### src/rtl/cic_decim_rt_pkg.sv
// cic_pkg: shared types and elaboration-time helpers for the cic_decim_rt
// decimator (stage mode enum, clog2, derived widths, output shift amount).
package cic_pkg;

    typedef enum logic {
        INTEG = 1'b0,
        COMB  = 1'b1
    } stage_mode_e;

    function automatic int clog2(input int value);
        int result;
        int v;
        result = 0;
        v      = value - 1;
        while (v > 0) begin
            result = result + 1;
            v      = v >> 1;
        end
        return result;
    endfunction

    // Internal accumulator width that survives the worst-case gain (R_max*M)^N.
    function automatic int acc_width(input int din_w, input int stages,
                                     input int max_dec_log2, input int diff_delay);
        return din_w + stages * (max_dec_log2 + clog2(diff_delay));
    endfunction

    // Width of the log2(R) configuration field.
    function automatic int rate_width(input int max_dec_log2);
        return clog2(max_dec_log2 + 1);
    endfunction

    localparam int DEF_ACC_WIDTH  = acc_width(16, 3, 6, 1);
    localparam int DEF_RATE_WIDTH = rate_width(6);

    // Right shift that maps the effective growth width W onto the output width.
    function automatic int shift_amt(input int rate, input int stages, input int diff_delay,
                                     input int din_w, input int dout_w);
        return din_w + stages * (rate + clog2(diff_delay)) - dout_w;
    endfunction

endpackage

### src/rtl/cic_decim_rt_if.sv
// cic_decim_rt_if: sample/config/output bundle for the CIC decimator.
// master = upstream driver (mixer/NCO side), slave = the decimator.
interface cic_decim_rt_if
    import cic_pkg::*;
#(
    parameter int DIN_WIDTH  = 16,
    parameter int DOUT_WIDTH = 16,
    parameter int RATE_WIDTH = DEF_RATE_WIDTH
);
    logic signed [DIN_WIDTH-1:0]  din;
    logic                         din_valid;
    logic        [RATE_WIDTH-1:0] dec_log2;
    logic                         cfg_load;
    logic signed [DOUT_WIDTH-1:0] dout;
    logic                         dout_valid;

    modport master (
        output din, din_valid, dec_log2, cfg_load,
        input  dout, dout_valid
    );

    modport slave (
        input  din, din_valid, dec_log2, cfg_load,
        output dout, dout_valid
    );
endinterface

### src/rtl/cic_decim_rt_stage.sv
// cic_stage: one CIC integrator or comb stage with a clock enable.
// INTEG: acc += din on en.  COMB: dout = din - din delayed by DIFF_DELAY enabled samples.
// All arithmetic wraps modulo 2^WIDTH.
module cic_stage
    import cic_pkg::*;
#(
    parameter stage_mode_e MODE       = INTEG,
    parameter int          WIDTH      = DEF_ACC_WIDTH,
    parameter int          DIFF_DELAY = 1
) (
    input  logic                    clk_in,
    input  logic                    clr,
    input  logic                    en,
    input  logic signed [WIDTH-1:0] din,
    output logic signed [WIDTH-1:0] dout
);

    generate
        if (MODE == INTEG) begin : g_integ
            // Wrapping accumulator, advanced only on qualified samples.
            always_ff @(posedge clk_in) begin
                if (clr) begin
                    dout <= '0;
                end else if (en) begin
                    dout <= dout + din;
                end
            end
        end else begin : g_comb
            logic signed [WIDTH-1:0] dly_p0 [DIFF_DELAY];

            // Differentiator against the sample DIFF_DELAY strobes back.
            always_ff @(posedge clk_in) begin
                if (clr) begin
                    dout <= '0;
                    for (int i = 0; i < DIFF_DELAY; i++) begin
                        dly_p0[i] <= '0;
                    end
                end else if (en) begin
                    dout      <= din - dly_p0[DIFF_DELAY-1];
                    dly_p0[0] <= din;
                    for (int i = 1; i < DIFF_DELAY; i++) begin
                        dly_p0[i] <= dly_p0[i-1];
                    end
                end
            end
        end
    endgenerate

endmodule

### src/rtl/cic_decim_rt.sv
// cic_decim_rt: N-stage CIC decimator with runtime power-of-two rate.
// Integrators -> strobe-based decimation -> combs -> registered output scaling.
// Build option: define CIC_ROUND_EN for round-half-up with saturation on the
// output; otherwise the output is truncated toward -inf.
module cic_decim_rt
    import cic_pkg::*;
#(
    parameter int DIN_WIDTH    = 16,
    parameter int DOUT_WIDTH   = 16,
    parameter int STAGES       = 3,
    parameter int MAX_DEC_LOG2 = 6,
    parameter int DIFF_DELAY   = 1
) (
    input  logic          clk_in,
    input  logic          rst,
    cic_decim_rt_if.slave bus
);

    localparam int ACC_WIDTH  = acc_width(DIN_WIDTH, STAGES, MAX_DEC_LOG2, DIFF_DELAY);
    localparam int RATE_WIDTH = rate_width(MAX_DEC_LOG2);
    localparam int CNT_WIDTH  = MAX_DEC_LOG2;

    logic                         flush;
    logic        [RATE_WIDTH-1:0] rate_q;
    logic        [STAGES:0]       vld;
    logic        [STAGES-1:0]     vld_d;
    logic        [STAGES:0]       stb;
    logic        [STAGES-1:0]     stb_d;
    logic signed [ACC_WIDTH-1:0]  integ [STAGES+1];
    logic signed [ACC_WIDTH-1:0]  comb  [STAGES+1];
    logic        [CNT_WIDTH-1:0]  cnt;
    logic        [CNT_WIDTH-1:0]  cnt_last;
    logic                         dec_hit;
    logic signed [DOUT_WIDTH-1:0] scaled;

    function automatic logic [RATE_WIDTH-1:0] clamp_rate(input logic [RATE_WIDTH-1:0] req);
        if (int'(req) > MAX_DEC_LOG2) begin
            return RATE_WIDTH'(MAX_DEC_LOG2);
        end
        return req;
    endfunction

`ifdef CIC_ROUND_EN
    localparam logic signed [ACC_WIDTH:0] OUT_MAX =
        (ACC_WIDTH+1)'((64'sd1 <<< (DOUT_WIDTH-1)) - 64'sd1);
    localparam logic signed [ACC_WIDTH:0] OUT_MIN =
        (ACC_WIDTH+1)'(-(64'sd1 <<< (DOUT_WIDTH-1)));

    function automatic logic signed [DOUT_WIDTH-1:0] sat_out(input logic signed [ACC_WIDTH:0] v);
        if (v > OUT_MAX) begin
            return {1'b0, {(DOUT_WIDTH-1){1'b1}}};
        end
        if (v < OUT_MIN) begin
            return {1'b1, {(DOUT_WIDTH-1){1'b0}}};
        end
        return v[DOUT_WIDTH-1:0];
    endfunction

    // Round half up, then clamp; one extra bit keeps the bias add from wrapping.
    function automatic logic signed [DOUT_WIDTH-1:0] scale_round(
        input logic signed [ACC_WIDTH-1:0] x, input logic [RATE_WIDTH-1:0] rate);
        logic signed [ACC_WIDTH:0] wide;
        logic signed [ACC_WIDTH:0] half;
        logic signed [ACC_WIDTH:0] biased;
        int sh;
        wide   = (ACC_WIDTH+1)'(x);
        half   = '0;
        biased = wide;
        sh     = 0;
        for (int r = 0; r <= MAX_DEC_LOG2; r++) begin
            if (int'(rate) == r) begin
                sh = shift_amt(r, STAGES, DIFF_DELAY, DIN_WIDTH, DOUT_WIDTH);
            end
        end
        if (sh > 0) begin
            half   = (ACC_WIDTH+1)'(1) << (sh - 1);
            biased = wide + half;
            biased = biased >>> sh;
        end
        return sat_out(biased);
    endfunction
`else
    // Arithmetic shift selected by rate, keeping the low DOUT_WIDTH bits.
    function automatic logic signed [DOUT_WIDTH-1:0] scale_trunc(
        input logic signed [ACC_WIDTH-1:0] x, input logic [RATE_WIDTH-1:0] rate);
        logic signed [ACC_WIDTH-1:0] shifted;
        shifted = x;
        for (int r = 0; r <= MAX_DEC_LOG2; r++) begin
            if (int'(rate) == r) begin
                shifted = x >>> shift_amt(r, STAGES, DIFF_DELAY, DIN_WIDTH, DOUT_WIDTH);
            end
        end
        return shifted[DOUT_WIDTH-1:0];
    endfunction
`endif

    assign flush = rst | bus.cfg_load;

    // Rate is latched only on reset or cfg_load; clamped to the supported maximum.
    always_ff @(posedge clk_in) begin
        if (flush) begin
            rate_q <= clamp_rate(bus.dec_log2);
        end
    end

    // ---- integrator section: valid bit travels one stage per cycle ----
    assign vld = {vld_d, bus.din_valid};

    // Valid pipeline alongside the integrator chain.
    always_ff @(posedge clk_in) begin
        if (flush) begin
            vld_d <= '0;
        end else begin
            vld_d <= vld[STAGES-1:0];
        end
    end

    assign integ[0] = ACC_WIDTH'(bus.din);

    generate
        for (genvar k = 0; k < STAGES; k++) begin : g_integ
            cic_stage #(
                .MODE       (INTEG),
                .WIDTH      (ACC_WIDTH),
                .DIFF_DELAY (DIFF_DELAY)
            ) u_stage (
                .clk_in (clk_in),
                .clr    (flush),
                .en     (vld[k]),
                .din    (integ[k]),
                .dout   (integ[k+1])
            );
        end
    endgenerate

    // ---- decimator: every R-th integrator output strobes the combs ----
    assign cnt_last = CNT_WIDTH'((32'd1 << rate_q) - 32'd1);
    assign dec_hit  = vld[STAGES] && (cnt == cnt_last);

    // Sample counter within the current R-sample group.
    always_ff @(posedge clk_in) begin
        if (flush) begin
            cnt <= '0;
        end else if (vld[STAGES]) begin
            cnt <= dec_hit ? '0 : cnt + 1'b1;
        end
    end

    // ---- comb section: strobe travels one stage per cycle ----
    assign stb     = {stb_d, dec_hit};
    assign comb[0] = integ[STAGES];

    // Strobe pipeline alongside the comb chain.
    always_ff @(posedge clk_in) begin
        if (flush) begin
            stb_d <= '0;
        end else begin
            stb_d <= stb[STAGES-1:0];
        end
    end

    generate
        for (genvar k = 0; k < STAGES; k++) begin : g_comb
            cic_stage #(
                .MODE       (COMB),
                .WIDTH      (ACC_WIDTH),
                .DIFF_DELAY (DIFF_DELAY)
            ) u_stage (
                .clk_in (clk_in),
                .clr    (flush),
                .en     (stb[k]),
                .din    (comb[k]),
                .dout   (comb[k+1])
            );
        end
    endgenerate

    // ---- output stage: scale and register, hold between strobes ----
    // Select the scaling flavour for the comb output.
    always_comb begin
`ifdef CIC_ROUND_EN
        scaled = scale_round(comb[STAGES], rate_q);
`else
        scaled = scale_trunc(comb[STAGES], rate_q);
`endif
    end

    // Output register; dout only changes on a strobe.
    always_ff @(posedge clk_in) begin
        if (flush) begin
            bus.dout       <= '0;
            bus.dout_valid <= 1'b0;
        end else begin
            bus.dout_valid <= stb[STAGES];
            if (stb[STAGES]) begin
                bus.dout <= scaled;
            end
        end
    end

endmodule
### src/flat_wrapper.sv
// flat-port wrapper written by rule: the top's interface ports become plain ports
module cic_decim_rt_flat import cic_pkg::*;
#(
    parameter int DIN_WIDTH    = 16,
    parameter int DOUT_WIDTH   = 16,
    parameter int STAGES       = 3,
    parameter int MAX_DEC_LOG2 = 6,
    parameter int DIFF_DELAY   = 1
)
  (clk_in, rst, bus_din, bus_din_valid, bus_dec_log2, bus_cfg_load, bus_dout, bus_dout_valid);
  cic_decim_rt_if #(.DIN_WIDTH(DIN_WIDTH), .DOUT_WIDTH(DOUT_WIDTH)) bus_i ();
  input  logic clk_in;
  input  logic rst;
  input wire logic [$bits(bus_i.din)-1:0] bus_din;
  input wire logic [$bits(bus_i.din_valid)-1:0] bus_din_valid;
  input wire logic [$bits(bus_i.dec_log2)-1:0] bus_dec_log2;
  input wire logic [$bits(bus_i.cfg_load)-1:0] bus_cfg_load;
  output wire logic [$bits(bus_i.dout)-1:0] bus_dout;
  output wire logic [$bits(bus_i.dout_valid)-1:0] bus_dout_valid;
  assign bus_i.din = bus_din;
  assign bus_i.din_valid = bus_din_valid;
  assign bus_i.dec_log2 = bus_dec_log2;
  assign bus_i.cfg_load = bus_cfg_load;
  assign bus_dout = bus_i.dout;
  assign bus_dout_valid = bus_i.dout_valid;
  cic_decim_rt #(.DIN_WIDTH(DIN_WIDTH), .DOUT_WIDTH(DOUT_WIDTH), .STAGES(STAGES), .MAX_DEC_LOG2(MAX_DEC_LOG2), .DIFF_DELAY(DIFF_DELAY)) u_core (.clk_in(clk_in), .rst(rst), .bus(bus_i));
endmodule
### config.mk
export PLATFORM = sky130hd
export DESIGN_NAME = cic_decim_rt_flat
export DESIGN_NICKNAME = d
export VERILOG_FILES = /design/src/rtl/cic_decim_rt_pkg.sv /design/src/rtl/cic_decim_rt_if.sv /design/src/rtl/cic_decim_rt_stage.sv /design/src/rtl/cic_decim_rt.sv /design/src/flat_wrapper.sv
export SDC_FILE = /design/constraint.sdc
export NUM_CORES = 1
export LEC_CHECK = 0
export CORE_UTILIZATION = 61
export DETAILED_ROUTE_END_ITERATION = 16
export GPL_TIMING_DRIVEN = 0
export PLACE_DENSITY_LB_ADDON = 0.25
export SETUP_SLACK_MARGIN = 0.4
export SLEW_MARGIN = 15
export SYNTH_ARGS = -nofsm -noshare
export SYNTH_HDL_FRONTEND = slang
export SYNTH_SLANG_ARGS = --single-unit
### constraint.sdc
create_clock -name clk_in -period 8.3 [get_ports clk_in]
set_input_delay 0.83 -clock clk_in [delete_from_list [all_inputs] [get_ports clk_in]]
set_output_delay 0.83 -clock clk_in [all_outputs]
set_load 0.02 [all_outputs]
==> summary.txt <==
Outcome: finished, final reports clean
Fillers: 3001
Pleak: 11.0 nW
Total CTS buffers: 40
Total track usage: 0.341
Clock skew: 0.0171 ns
Post-synthesis sequential area ratio: 0.341
Synth area leader: dfxtp_1
Clock Path Buffers: 3
VDD IR max: 0.000133 V
Worst Setup Path Type: in2reg
R2r endpoint: u_core.g_integ[2].u_stage.dout[30]
Htree depth: 2
Worst Path Required: 8.49 ns
Top post-synthesis cells by area: dfxtp_1 20%, edfxtp_1 14%, ha_1 11%, mux2i_1 5.1%, a21oi_1 4.8%
Root buf cell: clkbuf_16
Max-cap viol count: 0
Post-route ant nets: 0
CTS tree: yes
Power Total: 4.09 mW
Row cnt: 70
Final WL: 65900 um
Clock-pin slew on the worst setup and hold paths: 0.06 ns
Final GP Congestion: 0.957
Power per cell area: 161 mW/mm^2
CP Launch Type: input port
Initial core utilization: 0.624
Crit path capture: u_core.rate_q[0]
Final slew viol count: 0
Flops & latches, synth: 338
Period minus WS final: 3.97 ns
Asr flop ratio synth: 0
Synth Cell Area: 0.0229 mm^2
Placed cell area: 0.0239 mm^2
Clk sinks: 338
Layout cell share with drive strength beyond 1: 0.0415
Avg Synthesized Cell Area: 8.64 um^2
Fin crit share: 0.478
Setup crit end kind: flip-flop
DR iter-0 viols: 1486
Synth cell count leaders: 263 x nor2_1, 233 x dfxtp_1, 219 x a21oi_1
Die X: 196 um
FF+latch area: 0.00782 mm^2
Detailed Routing Iterations Pass 1: 6
Vias per cell: 6.29
Synth warn: 0
Drt drc: 0
Fin area: 0.0254 mm^2
RSZ-0062 raised after global routing: false
Top FF cell, synth: dfxtp_1
CP arrival: 4.16 ns
Die area: 0.0384 mm^2
Worst r2r src: u_core.g_integ[2].u_stage.dout[0]
I/O pin cnt: 40
Total number of vias: 20400
DP HPWL: 49000 um
Largest net degree at the start of global routing: 35
N_diodes: 0
EDFF count, synth: 105
Die Height: 196 um
Final Non-Filler Cells: 3237
Antenna violations before repair: 0
P&R area growth vs syn: 10.6%
Hold_buf cts: 0
Crit path max fanout: 12
Most common cell in the synthesized netlist: nor2_1
Area occupied by multi-input gates: 0.0140 mm^2
# nets final: 2965
Final hold vios: 0
R2r worst-path depth: 13
Worst hold start: u_core.g_comb[2].u_stage.dout[33]
Relative slew slack: 0.156
# resized after CTS: 0
Vias in the first global route: 19600
First-pass GRT wire length: 104000 um
Skew-Pair Late Insertion Delay: 0.57 ns
Unique masters post-synth: 85
Placed Cells: 3163
Mapped Nets: 2883
Worst setup path startpoint: bus_cfg_load
Post-CTS Setup Inserts: 0
FF-to-FF setup slack: 4.56 ns
Core area: 0.0368 mm^2
Hold crit path type: reg2reg
Port Buffers: 38
Setup violators final: 0
Routed length per instance: 20.4 um
Fin Setup TNS: 0 ns
Grt total ovfl: 0
Maximum clock frequency: 252 MHz
Yosys top cell area share: 0.203
Worst-margin pin slew: 1.27 ns
Post-Synthesis Cells: 2655
[cell usage in the layout, fill, tap and decap left out, types with 58 or more instances in the layout]
cell / netlist / layout
a21o_1: 95 / 95
inv_1: 176 / 173
xor2_1: 58 / 58
ha_1: 199 / 199
nand2_1: 163 / 163
edfxtp_1: 105 / 105
clkbuf_1: 95 / 101
xnor2_1: 107 / 107
a21oi_1: 219 / 219
nor2_1: 263 / 263
dfxtp_1: 233 / 233
mux2i_1: 116 / 116
and3_1: 125 / 125
o21ai_0: 150 / 150
[through the flow]
stage | util | setup WS [ns] | hold slack [ns]
4_1_cts | 0.689 | 4.37 | 0.459
3_3_place_gp | 0.650 | 3.38 | 0.442
5_1_grt | 0.689 | 4.18 | 0.479
2_1_floorplan | - | 5.02 | 0.420
6_report | 0.689 | 4.33 | 0.458
3_5_place_dp | 0.651 | 3.77 | 0.447
[power by group]
| group | switching [mW] | total (mW) | leakage (nW) | internal (mW) |
|---|---|---|---|---|
| sequential | 0.0184 | 1.75 | 3.05 | 1.73 |
| clock | 0.740 | 1.89 | 0.697 | 1.15 |
| combinational | 0.291 | 0.453 | 7.30 | 0.162 |
| total | 1.05 | 4.09 | 11.0 | 3.04 |
[area by class of cell]
type | count | area share
repair buffers | 40 | 0.0162
multi-input cells | 2023 | 0.553
flip-flops and latches | 338 | 0.308
well taps | 468 | 0.0231
inverters | 176 | 0.0260
plain buffers | 118 | 0.0178
clock buffers | 58 | 0.0482
clock inverters | 16 | 0.00770
[how the worst min path moves through the flow]
stage / slack [ns] / endpoint / depth (start not counted)
after CTS: 0.46 / u_core.g_comb[2].u_stage.dout[33] / 2
after global routing: 0.48 / u_core.g_comb[2].u_stage.dout[33] / 2
final: 0.46 / u_core.g_comb[2].u_stage.dout[33] / 2
after floorplan: 0.42 / u_core.g_comb[2].u_stage.dout[33] / 2
after detailed placement: 0.45 / u_core.g_comb[2].u_stage.dout[33] / 2
after global placement: 0.44 / u_core.g_comb[2].u_stage.dout[33] / 2
[worst max-delay path, stage by stage]
cell and delay (ns):
clkdlybuf4s50_1 0.51, nor2_1 0.11, inv_1 0.13, clkbuf_1 0.58, buf_2 0.44, clkbuf_1 0.77, clkbuf_1 0.78
[metal layers]
metal	track usage	vias up	wire length (um)
li1	-	9817	-
met1	0.431	9711	28000
met2	0.576	667	31200
met3	0.0411	178	3740
met4	0.172	0	3040
met5	0	-	0
[logic make-up (layout without fill, tap and decap cells)]
family	after synthesis	after routing	synth area share
and+or+nand+nor	767	767	0.161
AOI/OAI and AO/OA	756	756	0.214
DFF	338	338	0.341
buffers and inverters	294	408	0.0485
adders and majority gates	205	205	0.114
xor gates and xnor gates	165	165	0.0630
muxes	130	130	0.0580
[sequential cells by signal (all words and copies together), names as in the netlist]
register	count
u_core.g_comb.u_stage.dout	102
u_core.g_comb.u_stage.g_comb.dly_p0	102
u_core.g_integ.u_stage.dout	102
u_core.bus.dout	16
u_core.cnt	6
u_core.rate_q	3
u_core.stb_d	3
u_core.vld_d	3
u_core.bus.dout_valid	1
No activity file was read; power rests on OpenSTA's default activity.
